===== src/rtl/midi_pkg.sv =====
// midi_pkg: shared constants and types for the MIDI note parser.
// Latency: n/a (package only). Backpressure: n/a.
// Contents: status nibble codes, real-time threshold, parser state and byte-class enums.
package midi_pkg;

  localparam logic [3:0] NOTE_OFF   = 4'h8;
  localparam logic [3:0] NOTE_ON    = 4'h9;
  localparam logic [3:0] PROG_CHG   = 4'hC;
  localparam logic [3:0] CHAN_PRESS = 4'hD;

  // Bytes at or above this value are real-time messages.
  localparam logic [7:0] RT_THRESH  = 8'hF8;

  typedef enum logic [2:0] {
    IDLE,
    WAIT_D1,
    WAIT_D2,
    SKIP1,
    SKIP2
  } state_e;

  typedef enum logic [1:0] {
    BYTE_DATA,
    BYTE_VOICE,
    BYTE_SYS,
    BYTE_RT
  } byte_class_e;

endpackage


===== src/rtl/midi_parser_if.sv =====
// midi_parser_if: byte input strobe and note-event outputs of the MIDI parser.
// Latency: n/a (wiring only). Backpressure: none, bytes are accepted every strobe.
// Ports: dataReady_i/midiData_i toward the parser; note_o/velocity_o/gate_o/noteValid_o back.
interface midi_parser_if;

  logic       dataReady_i;
  logic [7:0] midiData_i;
  logic [6:0] note_o;
  logic [6:0] velocity_o;
  logic       gate_o;
  logic       noteValid_o;

  // master: the UART side feeding bytes and observing note events
  modport master (
    output dataReady_i, midiData_i,
    input  note_o, velocity_o, gate_o, noteValid_o
  );

  // slave: the parser itself
  modport slave (
    input  dataReady_i, midiData_i,
    output note_o, velocity_o, gate_o, noteValid_o
  );

endinterface


===== src/rtl/midi_parser.sv =====
// midi_parser: MIDI byte stream to monophonic note/velocity/gate with one-cycle event strobe.
// Latency: 1 clk from the final data byte strobe to updated outputs and noteValid_o.
// Backpressure: none; one byte per cycle accepted, no stall.
// Ports: clk_i, rst_i (async active-high), bus (midi_parser_if.slave).
// Option: define MIDI_RUNNING_STATUS_EN to keep the status after a completed/skipped message.
module midi_parser
  import midi_pkg::*;
#(
  parameter logic [3:0] CHANNEL = 4'd0
) (
  input  logic         clk_i,
  input  logic         rst_i,
  midi_parser_if.slave bus
);

  function automatic byte_class_e classify(input logic [7:0] b);
    if (!b[7])                  return BYTE_DATA;
    else if (b >= RT_THRESH)    return BYTE_RT;
    else if (b[7:4] == 4'hF)    return BYTE_SYS;
    else                        return BYTE_VOICE;
  endfunction

  state_e     state_q, state_d;
  logic       is_on_q, is_on_d;        // latched status: 1 = Note On, 0 = Note Off
  logic       skip_two_q, skip_two_d;  // skipped status carries two data bytes
  logic [6:0] key_q, key_d;            // first data byte of the pending note message
  logic [6:0] note_q, note_d;
  logic [6:0] vel_q, vel_d;
  logic       gate_q, gate_d;
  logic       valid_q, valid_d;

  byte_class_e cls;
  logic [3:0]  hi_nib;
  logic [3:0]  lo_nib;
  logic [6:0]  dat7;

  assign cls    = classify(bus.midiData_i);
  assign hi_nib = bus.midiData_i[7:4];
  assign lo_nib = bus.midiData_i[3:0];
  assign dat7   = bus.midiData_i[6:0];

  always_ff @(posedge clk_i or posedge rst_i) begin
    if (rst_i) begin
      state_q    <= IDLE;
      is_on_q    <= 1'b0;
      skip_two_q <= 1'b0;
      key_q      <= '0;
      note_q     <= '0;
      vel_q      <= '0;
      gate_q     <= 1'b0;
      valid_q    <= 1'b0;
    end else begin
      state_q    <= state_d;
      is_on_q    <= is_on_d;
      skip_two_q <= skip_two_d;
      key_q      <= key_d;
      note_q     <= note_d;
      vel_q      <= vel_d;
      gate_q     <= gate_d;
      valid_q    <= valid_d;
    end
  end

  always_comb begin
    state_d    = state_q;
    is_on_d    = is_on_q;
    skip_two_d = skip_two_q;
    key_d      = key_q;
    note_d     = note_q;
    vel_d      = vel_q;
    gate_d     = gate_q;
    valid_d    = 1'b0;

    if (bus.dataReady_i) begin
      unique case (cls)
        // Real-time bytes are transparent, even in the middle of a message.
        BYTE_RT: ;

        BYTE_SYS: begin
          state_d = IDLE;
          is_on_d = 1'b0;
        end

        BYTE_VOICE: begin
          if ((hi_nib == NOTE_ON || hi_nib == NOTE_OFF) && lo_nib == CHANNEL) begin
            is_on_d = (hi_nib == NOTE_ON);
            state_d = WAIT_D1;
          end else begin
            is_on_d    = 1'b0;
            skip_two_d = !(hi_nib == PROG_CHG || hi_nib == CHAN_PRESS);
            state_d    = skip_two_d ? SKIP2 : SKIP1;
          end
        end

        BYTE_DATA: begin
          unique case (state_q)
            IDLE: ;
            WAIT_D1: begin
              key_d   = dat7;
              state_d = WAIT_D2;
            end
            WAIT_D2: begin
              // Last-note priority: any Note On takes over; a release only
              // counts when it names the note currently sounding.
              if (is_on_q && dat7 != 7'd0) begin
                note_d  = key_q;
                vel_d   = dat7;
                gate_d  = 1'b1;
                valid_d = 1'b1;
              end else if (key_q == note_q && gate_q) begin
                gate_d  = 1'b0;
                valid_d = 1'b1;
              end
`ifdef MIDI_RUNNING_STATUS_EN
              state_d = WAIT_D1;
`else
              state_d = IDLE;
              is_on_d = 1'b0;
`endif
            end
            SKIP2: state_d = SKIP1;
            SKIP1: begin
`ifdef MIDI_RUNNING_STATUS_EN
              state_d = skip_two_q ? SKIP2 : SKIP1;
`else
              state_d = IDLE;
`endif
            end
            default: state_d = IDLE;
          endcase
        end

        default: ;
      endcase
    end
  end

  assign bus.note_o      = note_q;
  assign bus.velocity_o  = vel_q;
  assign bus.gate_o      = gate_q;
  assign bus.noteValid_o = valid_q;

endmodule


===== src/flat_wrapper.sv =====
// flat-port wrapper written by rule: the top's interface ports become plain ports
module midi_parser_flat import midi_pkg::*;
#(
  parameter logic [3:0] CHANNEL = 4'd0
)
  (clk_i, rst_i, bus_dataReady_i, bus_midiData_i, bus_note_o, bus_velocity_o, bus_gate_o, bus_noteValid_o);
  midi_parser_if bus_i ();
  input  logic clk_i;
  input  logic rst_i;
  input wire logic [$bits(bus_i.dataReady_i)-1:0] bus_dataReady_i;
  input wire logic [$bits(bus_i.midiData_i)-1:0] bus_midiData_i;
  output wire logic [$bits(bus_i.note_o)-1:0] bus_note_o;
  output wire logic [$bits(bus_i.velocity_o)-1:0] bus_velocity_o;
  output wire logic [$bits(bus_i.gate_o)-1:0] bus_gate_o;
  output wire logic [$bits(bus_i.noteValid_o)-1:0] bus_noteValid_o;
  assign bus_i.dataReady_i = bus_dataReady_i;
  assign bus_i.midiData_i = bus_midiData_i;
  assign bus_note_o = bus_i.note_o;
  assign bus_velocity_o = bus_i.velocity_o;
  assign bus_gate_o = bus_i.gate_o;
  assign bus_noteValid_o = bus_i.noteValid_o;
  midi_parser #(.CHANNEL(CHANNEL)) u_core (.clk_i(clk_i), .rst_i(rst_i), .bus(bus_i));
endmodule

===== config.mk =====
export PLATFORM = sky130hd
export DESIGN_NAME = midi_parser_flat
export DESIGN_NICKNAME = d
export VERILOG_FILES = /design/src/rtl/midi_pkg.sv /design/src/rtl/midi_parser_if.sv /design/src/rtl/midi_parser.sv /design/src/flat_wrapper.sv
export SDC_FILE = /design/constraint.sdc
export NUM_CORES = 1
export LEC_CHECK = 0
export ABC_AREA = 1
export ABC_CLOCK_PERIOD_IN_PS = 1600
export CAP_MARGIN = 5
export CORE_MARGIN = 2
export CORE_UTILIZATION = 52
export CTS_BUF_LIST = sky130_fd_sc_hd__clkbuf_4 sky130_fd_sc_hd__clkbuf_8 sky130_fd_sc_hd__clkbuf_16
export DETAILED_ROUTE_END_ITERATION = 10
export PLACE_DENSITY = 0.85
export SLEW_MARGIN = 10
export SYNTH_ARGS = -nofsm -noshare
export SYNTH_HDL_FRONTEND = slang
export SYNTH_SLANG_ARGS = --single-unit

===== constraint.sdc =====
create_clock -name clk_i -period 1.6 [get_ports clk_i]
set_input_delay 0.16 -clock clk_i [delete_from_list [all_inputs] [get_ports clk_i]]
set_output_delay 0.16 -clock clk_i [all_outputs]
set_load 0.05 [all_outputs]

# Yosys cells after proc, flatten, opt, wreduce, memory -nomap -nowiden
# Cells that the tools add are included.
[classes]
n_lt_le_gt_ge = 1
n_eq_ne = 13
mux = 17
reduce_logical = 16
[op_table]
columns = ["operator", "n"]
rows = [
  ["$eq 4x4->1 const B", 5],
  ["$pmux 3 s3", 2],
  ["$mux 1", 9],
  ["$reduce_and 3->1", 3],
  ["$ge 8x8->1 const B", 1],
  ["$reduce_and 4->1", 2],
  ["$eq 7x7->1", 1],
  ["$reduce_bool 7->1", 1],
  ["$mux 2", 3],
  ["$mux 3", 2],
  ["$logic_not 4->1", 1],
  ["$eq 3x1->1 const B", 1],
  ["$eq 3x2->1 const B", 1],
  ["$eq 3x3->1 const B", 1],
  ["$logic_and 1x1->1", 3],
  ["$logic_not 3->1", 1],
  ["$pmux 1 s3", 1],
  ["$reduce_bool 3->1", 1],
  ["$eq 2x1->1 const B", 1],
  ["$eq 2x2->1 const B", 1],
  ["$logic_not 2->1", 1],
  ["$logic_or 1x1->1", 2],
  ["$ne 2x1->1 const B", 1],
  ["$ne 2x2->1 const B", 1],
  ["$reduce_bool 2->1", 1],
]
[word_totals]
ff_bits = 27
input_bits = 11
output_inout_bits = 16

# Depth between registers and ports, before layout
[logic_depth]
depth_word = 7
mapped_depth = 13
mapped_depth_nobuf = 13

# Worst setup path after synthesis
# Ideal clock, no wire load.
[synth_timing]
path_type = "input port to flip-flop"
from = "input port bus_midiData_i[5]"
to = "register u_core.state_q[0]"
arrival_time_ps = 1452
required_time_ps = 1534
path_slack_ps = 82
stages = 13
path_cell_list = "inv_1 > nor3_1 > a21oi_1 > inv_1 > ha_1 > inv_1 > a21oi_2 > nand2_1 > nor2_2 > nand2_1 > nand2_1 > inv_1 > nand2_1"
[synth_via]
elab_chain_len = 7
[synth_rtl]
columns = ["element", "line_no", "rtl"]
rows = [
  ["start: declaration", "flat_wrapper.sv:11", "input wire logic [$bits(bus_i.midiData_i)-1:0] bus_midiData_i;"],
  ["branches (longest 7 deep; another with $ge 8x8->1)", "-", ""],
  ["end signal: assignment", "midi_parser.sv:53", "state_q <= state_d;"],
  ["end: declaration", "midi_parser.sv:23", "state_e state_q, state_d;"],
]
# Parallel ways; which one is timed is not known.
# A chain may end at the register's enable or synchronous reset.

# Worst setup path after layout
[layout_timing]
from = "input port bus_midiData_i[3]"
to = "register u_core.state_q[0]"
[layout_via]
elab_chain_len = 6
[layout_rtl]
columns = ["element", "line_no", "rtl"]
rows = [
  ["$ge 8x8->1", "midi_parser.sv:18", "else if (b >= RT_THRESH) return BYTE_RT;"],
  ["$mux 2", "midi_parser.sv:18", ""],
  ["$mux 2", "midi_parser.sv:17", "if (!b[7]) return BYTE_DATA;"],
  ["$eq 2x2->1, or another cell as far along", "midi_parser.sv:75", "unique case (cls)"],
  ["$reduce_bool 3->1 (no source line) or $ne 2x2->1 (tied branches)", "-", ""],
  ["$reduce_and 3->1 (no source line)", "-", ""],
]
# Several ways; a longest one is shown, not always the timed one.

==> qor.txt <==
Post-synth ARST share - 100%
TritonCTS buffer count - 3
routability cong. - 0.939
Die X - 58.7 µm
Buffers on Ports - 26
Clock Pin Slew Worst Setup and Hold Paths - 0.15 ns
Post-Synthesis Cell Area - 1560 µm²
dpl cell area - 1940 µm²
Setup CP Type - in2reg
Routed wire per std cell - 11.0 µm
wire length of the first global-routing pass - 5.82 mm
critical path's largest stage delay - 0.51 ns
Layout Skew - 0.00686 ns
H-tree levels - 1
diode count - 0
Relative slew margins - 78.6%
CTS max path bufs - 2
Area contributors post-synth - dfrtp_1 (43%), nand2_1 (20%), inv_1 (8.0%)
initial antenna violation count - 0
WL final - 3.32 mm
fin nets - 286
Worst EP arrival - 1.82 ns
Post-synth top cells - nand2_1 (84), inv_1 (33), dfrtp_1 (27)
area share of the largest cell type after synthesis - 43.4%
Setup crit end kind - flip-flop
Pwr Total - 1.78 mW
Pins Over Slew Limit - 0
Crit path buffers/inverters - 3
final instance area - 2060 µm²
failing checks - design-rule violations
gr ovfl total - 0
CTS tree - built
crit-path max FO - 4
I/O pin total - 27
critical path cell sequence - clkdlybuf4s50_1, inv_2, a21oi_4, ha_1, a21oi_2, nand2_1, nor2_2, nand2_1, nand2_1, inv_1, nand2_1
leakage dissipation - 1.16 nW
top-count cell post-synth - nand2_1
CTS Sinks - 27
Fin. Hold Viols - 0
Final Cycle Share - 95.7%
min Tclk post-route - 1.53 ns
Die Y - 58.7 µm
Final Setup Violations - 0
CP delay by family, top - buffers and inverters
Clock Latency Late Sink - 0.33 ns
die footprint - 3450 µm²
worst hold path class - in2async
Critical Path RT - 1.89 ns
fill count - 230
Unique masters post-synth - 24
vias in the first global route - 1377
Final HPWL DP - 2.44 mm
P per Cell Area - 866 nW/µm²
# DRC - 3
fraction of layout instances using a drive strength above 1 - 25.2%
Initial Util - 55.5%
syn avg cell area - 7.18 µm²
Rows - 19
total track usage - 22.0%
root buffer cell - clkbuf_4
total number of vias - 1440
largest net degree at the start of global routing - 28
Post-synth top flop - dfrtp_1
antenna-violating nets left - 0
CTS Hold Bufs - 0
Initial DRT Pass Iterations - 7
Peak VDD IR - 0.466 mV
Post-synth EDFFs - 0
cells after synthesis - 217
status - finished, violations left
total core area - 2810 µm²
Worst setup SP type - input port
syn_nets - 232
sequential area share after synthesis - 43.4%
post-synth top area cell - dfrtp_1
yosys warns - 0
CP most frequent cell - nand2_1
max frequency - 653 MHz
DR iter-0 viols - 60
max_cap viols - 0
final std cells w/o fill - 301
slowest stage cell, crit path - clkdlybuf4s50_1
dpl cells - 290
vias per cell - 4.78
Area Growth Syn to Fin - 32.0%
Synth Register Bits - 27
worst-margin pin slew - 0.318 ns
## layer usage
layer / vias to the layer above / wire (µm) / GRT usage, %
li1: 765 / - / -
met1: 639 / 1570 / 28.9
met2: 32 / 1560 / 37.5
met3: 4 / 130 / 2.64
met4: 0 / 50 / 7.79
met5: - / 0 / 0
## sequential cells by signal (all words and copies together) (netlist names)
name and cells:
u_core.is_on_q 1, u_core.bus.gate_o 1, u_core.bus.noteValid_o 1, u_core.bus.velocity_o 7
u_core.key_q 7, u_core.bus.note_o 7, u_core.state_q 3
## worst register-to-register path, delay by kind of cell (launching register included)
| kind | cells | cell delay (ns) |
|---|---|---|
| DFF | 1 | 0.45 |
| buffers and inverters | 2 | 0.30 |
| and+or+nand+nor | 4 | 0.51 |
## per-stage QoR
step                      util [%]  setup slack, ns  hold slack [ns]  TNS (ns)
after floorplan                  -           0.0819            0.213         0
after global placement        69.1           -0.418            0.459     -2.83
after detailed placement      69.1           -0.495            0.463     -3.71
after CTS                     72.5           0.0198            0.165         0
after global routing          73.3         -0.00911            0.195  -0.00911
final                         73.3           0.0695            0.157         0
## worst paths after layout
path | start | endpoint | slack [ns] | cells past startpoint
min in group clk_i | bus_midiData_i[4] | u_core.bus.velocity_o[4] | 0.23 | 4
max in group asynchronous | rst_i | u_core.key_q[6] | 1.19 | 3
min | rst_i | u_core.key_q[2] | 0.16 | 3
max reg2reg | u_core.state_q[0] | u_core.bus.velocity_o[1] | 0.30 | 6
min reg2reg | u_core.bus.velocity_o[0] | u_core.bus.velocity_o[0] | 0.49 | 2
max | bus_midiData_i[3] | u_core.state_q[0] | 0.07 | 11
## timing repair
action	in CTS	in global routing
resized for setup	8	6
setup buffers	7	0
endpoints found under the hold margin	0	0
pin swaps	8	4
endpoints found under the setup margin	5	6
## power by group
group / total, mW / switching (mW) / internal [mW]
Combinational: 0.591 / 0.345 / 0.246
Sequential: 0.885 / 0.102 / 0.783
Clock: 0.306 / 0.210 / 0.0958
Total: 1.78 / 0.657 / 1.13
## cell type report
type | instances | area (µm²) | share of cell area (%)
clock inverter | 1 | 7.51 | 0.365
sequential | 27 | 676 | 32.8
tap | 31 | 38.8 | 1.89
clock buffer | 3 | 22.5 | 1.09
timing repair buffer | 53 | 434 | 21.1
inverter | 37 | 139 | 6.75
multi-input combinational | 149 | 739 | 35.9
## layout by cell type (no fill, tap or decap)
master and n:
o21bai_1 1, a21oi_2 2, o211ai_1 1, dlymetal6s2s_1 1, nand2_4 1, o21ai_1 6, clkdlybuf4s50_1 6, or2_4 1
buf_4 42, nand4_1 2, nand3_1 19, nand2_1 84, inv_2 7, dfrtp_1 27, clkinvlp_4 1, inv_1 30
ha_1 3, ha_4 1, a21oi_4 1, o21ai_0 2, o21ai_2 1, nor2_2 3, nor3_4 2, buf_12 1
nand3_2 1, nor2_1 17, clkbuf_4 3, nor2_4 1, dlygate4sd2_1 3
## kinds of logic after synthesis
logic type | count (synthesis) | share of synthesized area [%]
simple gates | 131 | 36.3
buf+inv | 41 | 11.6
flops | 27 | 43.4
compound gates | 14 | 5.54
fa+ha+maj | 4 | 3.21
Power figures use the tool's default switching activity.
==> RTL change: new RTL, same flow settings <==
`key_q` no longer has a reset.
--- a/src/rtl/midi_parser.sv
+++ b/src/rtl/midi_parser.sv
@@ -46,3 +46,2 @@
       skip_two_q <= 1'b0;
-      key_q      <= '0;
       note_q     <= '0;
@@ -55,3 +54,2 @@
       skip_two_q <= skip_two_d;
-      key_q      <= key_d;
       note_q     <= note_d;
@@ -61,2 +59,6 @@
     end
+  end
+
+  always_ff @(posedge clk_i) begin
+    key_q <= key_d;
   end
Behaviour: no difference found for any inputs over 4 cycles, from zero or initial values and one cycle with rst_i high; that may be too few to reach the edited logic, so the function may still have changed.
==> RTL change against the original RTL <==
- sequential cell count is the same
- synthesized area decreased by 3.6%
- setup slack better by 0.070 ns
- die area fell by 3.4%
- hold slack got worse by 0.062 ns
- cell area down 6.2%
- wire length down 6.5%
- critical path depth grew 1
- count of clock-buffer cells in the layout up 1
- sequential share of layout area is 4.0 points higher
- critical path type unchanged
Power is not compared: it rests on default switching activity, and its combinational part moved more than twofold at a synthesized area within 25%.
==> RTL change: results <==
[run_status]
status = "finished, final reports clean"

[synthesis]
synth_common_cells = "67 x nand2_1, 25 x inv_1, 22 x nor2_1, 20 x dfrtp_1, 20 x nand3_1"
synthTopCellsByArea = "dfrtp_1 33%, nand2_1 17%, edfxtp_1 14%"
synth_cells = 192
synth_fa_ha_area_share_pct = 3.33
synth_compound_area_share_pct = 5.17
yosysWarningCount = 0
async_reset_ff_share_pct = 74.1
synth-edff-count = 7
synthMuxAreaShare_pct = 0
ys_dominant_reg_cell = "dfrtp_1"
synth_xor_area_share_pct = 0
synthesis.nets = 207
synth_cell_types = 27
yosysSeqAreaShare_pct = 47.3

[clock_tree]
clk_latency_ns = 0.32
clockRootBuffer = "clkbuf_4"
clock_tree.buffer_depth = 2
cts_made_buffers = 3
clk_pin_slew_ns = 0.13
htree_levels = 1

[worst_setup_path]
crit_family = "simple AND/OR/NAND/NOR gates"
cp_slowest_cell = "ha_4"
max_stage_delay_ns = 0.25
cp_data_arrival_time_ns = 1.72
crit_path_max_fanout = 4

[placed_design]
port-buffer-count = 26
dp_slack_ns = -0.565
place_area_mm2 = 0.00187
place_inst = 262
place.gp.congestion = 0.911
dp_hpwl_mm = 2.39

[cells_and_area]
drive_gt1_share_pct = 25.3
fill_cells = 242
instances_no_fill = 268
num_antenna_cells = 0
final_nets = 253

[timing]
tightest_slew_ns = 0.270
fin_skew_ns = 0.00391

[global_routing]
antenna_found_initial = 0
grt_max_degree = 21
track_usage_pct = 21.2
grt_pass1_wl_mm = 5.37

[min_path]
hold_class = "in -> reg"

[detailed_routing]
first_iter_violations = 53
wire_per_inst_um = 11.6
via_per_inst = 5.00
firstDrtPassIters = 4

[power]
peakVddDrop_v = 0.000939
leakage_nw = 1.01
[RTL change: changes by cell type in the layout (fill, tap and decap cells not counted), moves of 2 or more]
cell and change:
a21oi_2 -2, buf_4 -8, dfrtp_1 -7, edfxtp_1 +7, inv_1 -6, inv_2 -5
nand2_1 -19, nand2_2 +7, nand4_1 -2, nor2_1 +3, o21ai_1 -3
[RTL change: layout make-up]
cell class | count | area, um2 | area share [%]
timing repair buffer | 45 | 368 | 19.1
inverter | 26 | 97.6 | 5.06
tap | 31 | 38.8 | 2.01
sequential | 27 | 711 | 36.8
clock buffer | 4 | 30.0 | 1.56
multi-input combinational | 135 | 684 | 35.5
[RTL change: logic make-up after synthesis]
logic type / after synthesis
adders and majority gates: 4
DFF: 27
and+or+nand+nor: 120
buffers and inverters: 30
AOI/OAI and AO/OA: 11
[RTL change: metrics by stage]
stage,total power (W),TNS (ns)
after floorplan,0.00183,0
after global placement,0.00220,-2.87
after detailed placement,0.00222,-3.15
after CTS,0.00253,0
after global routing,0.00268,0
final,0.00251,0
[RTL change: worst reg2reg max path, cell delays in order (launching register included)]
cell,delay [ns]
dfrtp_1,0.42
inv_2,0.09
nand3_2,0.12
nor3_4,0.20
buf_4,0.24
nand3_1,0.12
nand2_1,0.07
[RTL change: report_power, final]
group / switching [W] / internal [W]
Sequential: 0.000124 / 0.000857
Combinational: 0.000824 / 0.000402
Clock: 0.000192 / 0.000115
Total: 0.00114 / 0.00137
[RTL change: routing by layer]
layer  wire length (um)  vias to the layer above  track usage, %
met5                  0                        -               0
met4                 32                        0            5.98
met3                147                        2            2.68
met2               1610                       33            38.3
met1               1320                      616            26.6
li1                   -                      689               -
[RTL change: path summary, 6_finish.rpt]
kind                                     startpoint                       end  slack (ns)  cells past startpoint
max                               bus_midiData_i[7]         u_core.state_q[2]        0.14                     12
min                               bus_midiData_i[6]           u_core.key_q[6]        0.09                      1
max reg2reg                       u_core.state_q[0]      u_core.bus.note_o[4]        0.30                      6
min reg2reg                u_core.bus.velocity_o[5]  u_core.bus.velocity_o[5]        0.49                      2
max in group asynchronous                     rst_i  u_core.bus.velocity_o[3]        1.24                      3
min in group asynchronous                     rst_i         u_core.bus.gate_o        0.15                      3
[RTL change: repair_timing]
action	CTS	global route
resized for setup	4	10
buffers inserted	2	0
pin swaps	6	4
endpoints found under the setup margin	6	6
